<file path="config.mk">
export PLATFORM = sky130hd
export DESIGN_NAME = piso_tx
export DESIGN_NICKNAME = d
export VERILOG_FILES = /design/src/rtl/piso_tx.sv
export SDC_FILE = /design/constraint.sdc
export NUM_CORES = 1
export LEC_CHECK = 0
export ABC_AREA = 1
export ABC_CLOCK_PERIOD_IN_PS = 1200
export CORE_UTILIZATION = 44
export CTS_CLUSTER_SIZE = 25
export DETAILED_ROUTE_END_ITERATION = 12
export PLACE_DENSITY = 0.75
export SLEW_MARGIN = 20
export SYNTH_ARGS = -nofsm -noshare
export SYNTH_HDL_FRONTEND = slang
export SYNTH_SLANG_ARGS = --single-unit
export TNS_END_PERCENT = 20
</file>
<file path="constraint.sdc">
create_clock -name clk -period 1.2 [get_ports clk]
set_input_delay 0.24 -clock clk [delete_from_list [all_inputs] [get_ports clk]]
set_output_delay 0.24 -clock clk [all_outputs]
set_load 0.02 [all_outputs]
</file>
<file path="src/rtl/piso_tx.sv">
// piso_tx: parallel-in serial-out transmitter. Frame: start 0, DATA_W bits LSB first, stop 1.
// Define PISO_TX_PARITY_EN to insert an even-parity bit between the last data bit and stop.
module piso_tx #(
  parameter int DATA_W = 8
) (
  input  logic              clk,
  input  logic              reset_n,
  input  logic              en,
  input  logic [DATA_W-1:0] tx_data,
  input  logic              tx_valid,
  output logic              tx_ready,
  output logic              ser_out,
  output logic              busy,
  output logic              done
);

  localparam int CNT_W = (DATA_W > 1) ? $clog2(DATA_W) : 1;
  localparam logic [CNT_W-1:0] LAST_BIT = CNT_W'(DATA_W - 1);

`ifdef PISO_TX_PARITY_EN
  typedef enum logic [2:0] {IDLE, START, DATA, PARITY, STOP} state_t;
`else
  typedef enum logic [1:0] {IDLE, START, DATA, STOP} state_t;
`endif

  state_t            state_q, state_d;
  logic [CNT_W-1:0]  cnt_q, cnt_d;
  logic [DATA_W-1:0] shift_q, shift_d;
  logic              ser_q, ser_d;
  logic              accept;
`ifdef PISO_TX_PARITY_EN
  logic              parity_q, parity_d;
`endif

  assign tx_ready = (state_q == IDLE) || (state_q == STOP);
  assign busy     = (state_q != IDLE);
  assign done     = (state_q == STOP) && en;
  assign ser_out  = ser_q;
  assign accept   = tx_valid && tx_ready && en;

  always_ff @(posedge clk or negedge reset_n) begin
    if (!reset_n) begin
      state_q <= IDLE;
    end else begin
      state_q <= state_d;
    end
  end

  always_ff @(posedge clk or negedge reset_n) begin
    if (!reset_n) begin
      cnt_q    <= '0;
      shift_q  <= '0;
      ser_q    <= 1'b1;
`ifdef PISO_TX_PARITY_EN
      parity_q <= 1'b0;
`endif
    end else begin
      cnt_q    <= cnt_d;
      shift_q  <= shift_d;
      ser_q    <= ser_d;
`ifdef PISO_TX_PARITY_EN
      parity_q <= parity_d;
`endif
    end
  end

  // ser_out is registered with the value of the bit belonging to the next state,
  // so the line level always lines up with the state it is shown in.
  always_comb begin
    state_d  = state_q;
    cnt_d    = cnt_q;
    shift_d  = shift_q;
    ser_d    = ser_q;
`ifdef PISO_TX_PARITY_EN
    parity_d = parity_q;
`endif
    if (en) begin
      unique case (state_q)
        IDLE, STOP: begin
          if (accept) begin
            state_d  = START;
            ser_d    = 1'b0;
            shift_d  = tx_data;
            cnt_d    = '0;
`ifdef PISO_TX_PARITY_EN
            parity_d = ^tx_data;
`endif
          end else begin
            state_d = IDLE;
            ser_d   = 1'b1;
          end
        end
        START: begin
          state_d = DATA;
          ser_d   = shift_q[0];
          shift_d = shift_q >> 1;
          cnt_d   = '0;
        end
        DATA: begin
          if (cnt_q == LAST_BIT) begin
            cnt_d = '0;
`ifdef PISO_TX_PARITY_EN
            state_d = PARITY;
            ser_d   = parity_q;
`else
            state_d = STOP;
            ser_d   = 1'b1;
`endif
          end else begin
            cnt_d   = cnt_q + CNT_W'(1);
            ser_d   = shift_q[0];
            shift_d = shift_q >> 1;
          end
        end
`ifdef PISO_TX_PARITY_EN
        PARITY: begin
          state_d = STOP;
          ser_d   = 1'b1;
        end
`endif
        default: begin
          state_d = IDLE;
          ser_d   = 1'b1;
        end
      endcase
    end
  end

endmodule

</file>
==> run summary <==
failing checks - setup timing
first-pass GRT wire length - 2840 um
setup violators final - 17
sum of routed wire length over all layers - 1870 um
CTS Buf Count - 3
Max Cap Viol - 0
critical path class - register to primary output
clock buffer depth - 2
Least-Margin Pin Slew - 187 ps
Initial Utilization - 0.472
1st-iter DRT viols - 10
via/cell ratio - 4.76
post-synthesis cell type count - 17
Rows - 15
Hold/Removal Path Class - input port to asynchronous set/reset pin
Fmax achieved - 712 MHz
RSZ-0062 raised after global routing - true
register area share after synthesis - 0.432
Ant. Diodes - 0
Final GP Congestion - 0.706
final setup margin - -204 ps
largest net degree at the start of global routing - 15
synthesized area - 815 sq um
minimum clock period - 1400 ps
Antenna Nets Post-Route - 0
core footprint - 1730 sq um
Synth Area per Inst - 7.68 sq um
Ports - 16
worst path arrival time - 1160 ps
final hold vios - 0
most frequent cells in the layout - nand2_1 (48), dfrtp_1 (13), buf_4 (13)
busiest layer in global routing - met2
CP delay by family, top - flip-flops
clk sinks - 14
CP required - 960 ps
Lkg Pwr - 0.640 nW
Power Dens Cells - 2730 nW/um^2
All-Layer GR Usage - 0.195
total gr overflow - 0
1st-pass router iterations - 4
Critical Path Sink Type - primary output
worst skew pair latency - 270 ps
Fin Setup TNS - -2640 ps
fraction of layout cells with a size suffix above 1 - 0.400
Clock transition at path regs - 80 ps
Yosys warnings - 0
CTS tree - yes
Mapped Cells - 106
Detailed Place HPWL - 1240 um
Syn-to-layout area delta - 52.1%
Die W - 45.0 um
DRC viols - 0
drt wl/cell - 11.4 um
Buf+Inv Stages, Crit Path - 3
Placed Area - 1060 sq um
synthesized net count - 124
element type at the critical path start - register
most common cell after layout, fill and taps aside - nand2_1
routed vias - 785
GR Util met2 - 0.348
Root Driver - clkbuf_4
critical path cell sequence - inv_2 > ha_4 > inv_6 > buf_6
FF+latch count, synth - 14
worst vdd ir - 2.77 mV
grt met3 use - 0.0240
outcome - finished with violations
CP max-delay cell - dfrtp_1
final cycle utilization of the critical path - 1.17
initial antenna violation count - 0
Chip Height - 45.0 um
Layout Nets - 159
met1 Track Usage GR - 0.247
final instance area - 1240 sq um
Hold Buf Count CTS - 0
PnR Total Power - 3.38 mW
Slew headroom - 0.875
vias in the first global route - 677
CTS H-tree lvls - 1
CP Max Fanout - 2
Crit path largest cell delay - 390 ps
die area - 2030 sq um
Final Max Tran Viols - 0
clk_skew - 1.78 ps
# port buffers - 15
## cell usage after synthesis
cell     number  area share
nand3_1       2       0.012
buf_6         1       0.014
nand2_8       1       0.025
inv_1         8       0.037
or2_2         1      0.0077
a21oi_1       1      0.0061
nand3_4       1       0.022
nand2_1      59        0.27
o21ai_1       1      0.0061
dfstp_2       1       0.032
buf_4         1      0.0092
nand2_4       1       0.014
dfrtp_1      13        0.40
inv_4         2       0.015
ha_1          6       0.092
nor2_1        4       0.018
o21ai_0       3       0.018
## stage by stage
step,setup slack (ps),hold slack (ps),util,std cells
after floorplan,-138,-55.6,-,106
after CTS,-207,270,0.675,161
after global routing,-266,277,0.717,165
after detailed placement,-443,471,0.615,154
final,-204,262,0.717,165
after global placement,-427,461,0.615,154
## logic make-up (layout without fill, tap and decap cells)
family	after synthesis	after routing	synth area share
adders and majority gates	6	6	0.0922
and+or+nand+nor	69	70	0.370
buffers and inverters	12	45	0.0753
AOI/OAI and AO/OA	5	5	0.0307
DFF	14	14	0.432
## worst reg2reg max path, stage by stage, from the launching register on
cell and delay, ps:
dfrtp_1 390, inv_2 70, ha_4 280, inv_6 40
buf_12 130, nand2_8 70, nand3_4 130, inv_6 130
nand2_2 50, nand2_2 60
## sequential cells by signal (all words and copies together), names as in the netlist
register,cells
ser_out,1
cnt_q,3
shift_q,8
state_q,2
## routing by layer
metal,share of wire,vias to the layer above
li1,-,395
met4,0.0085,0
met3,0.054,2
met5,0,-
met2,0.50,29
met1,0.44,359
## repair_timing
action,CTS,global route
resized for setup,40,17
setup endpoints to repair,18,18
endpoints found under the hold margin,0,0
cloned,1,0
pin swaps,3,5
buffers inserted,2,4
## report_power, final
group / switching [mW] / internal (mW)
clock network: 0.146 / 0.129
logic: 1.15 / 1.15
registers: 0.125 / 0.677
## worst paths after layout
| path | slack, ps | from | depth (start not counted) | endpoint |
|---|---|---|---|---|
| setup / recovery | -200 | state_q[1] | 4 | tx_ready |
| hold / removal | 260 | reset_n | 2 | cnt_q[0] |
| setup reg to reg | -200 | state_q[1] | 9 | shift_q[4] |
| hold reg to reg | 500 | shift_q[5] | 2 | shift_q[5] |
| max in group asynchronous | 700 | reset_n | 2 | ser_out |
| min in group clk | 500 | shift_q[5] | 2 | shift_q[5] |
## layout make-up
cell class                      instances  area (sq um)
Tap cell                               25          31.3
Multi-Input combinational cell         81           487
Sequential cell                        14           352
Inverter                               10          47.5
Timing Repair Buffer                   31           295
Clock buffer                            4          26.3
Fill cell                             133           488
Power figures use the tool's default switching activity.
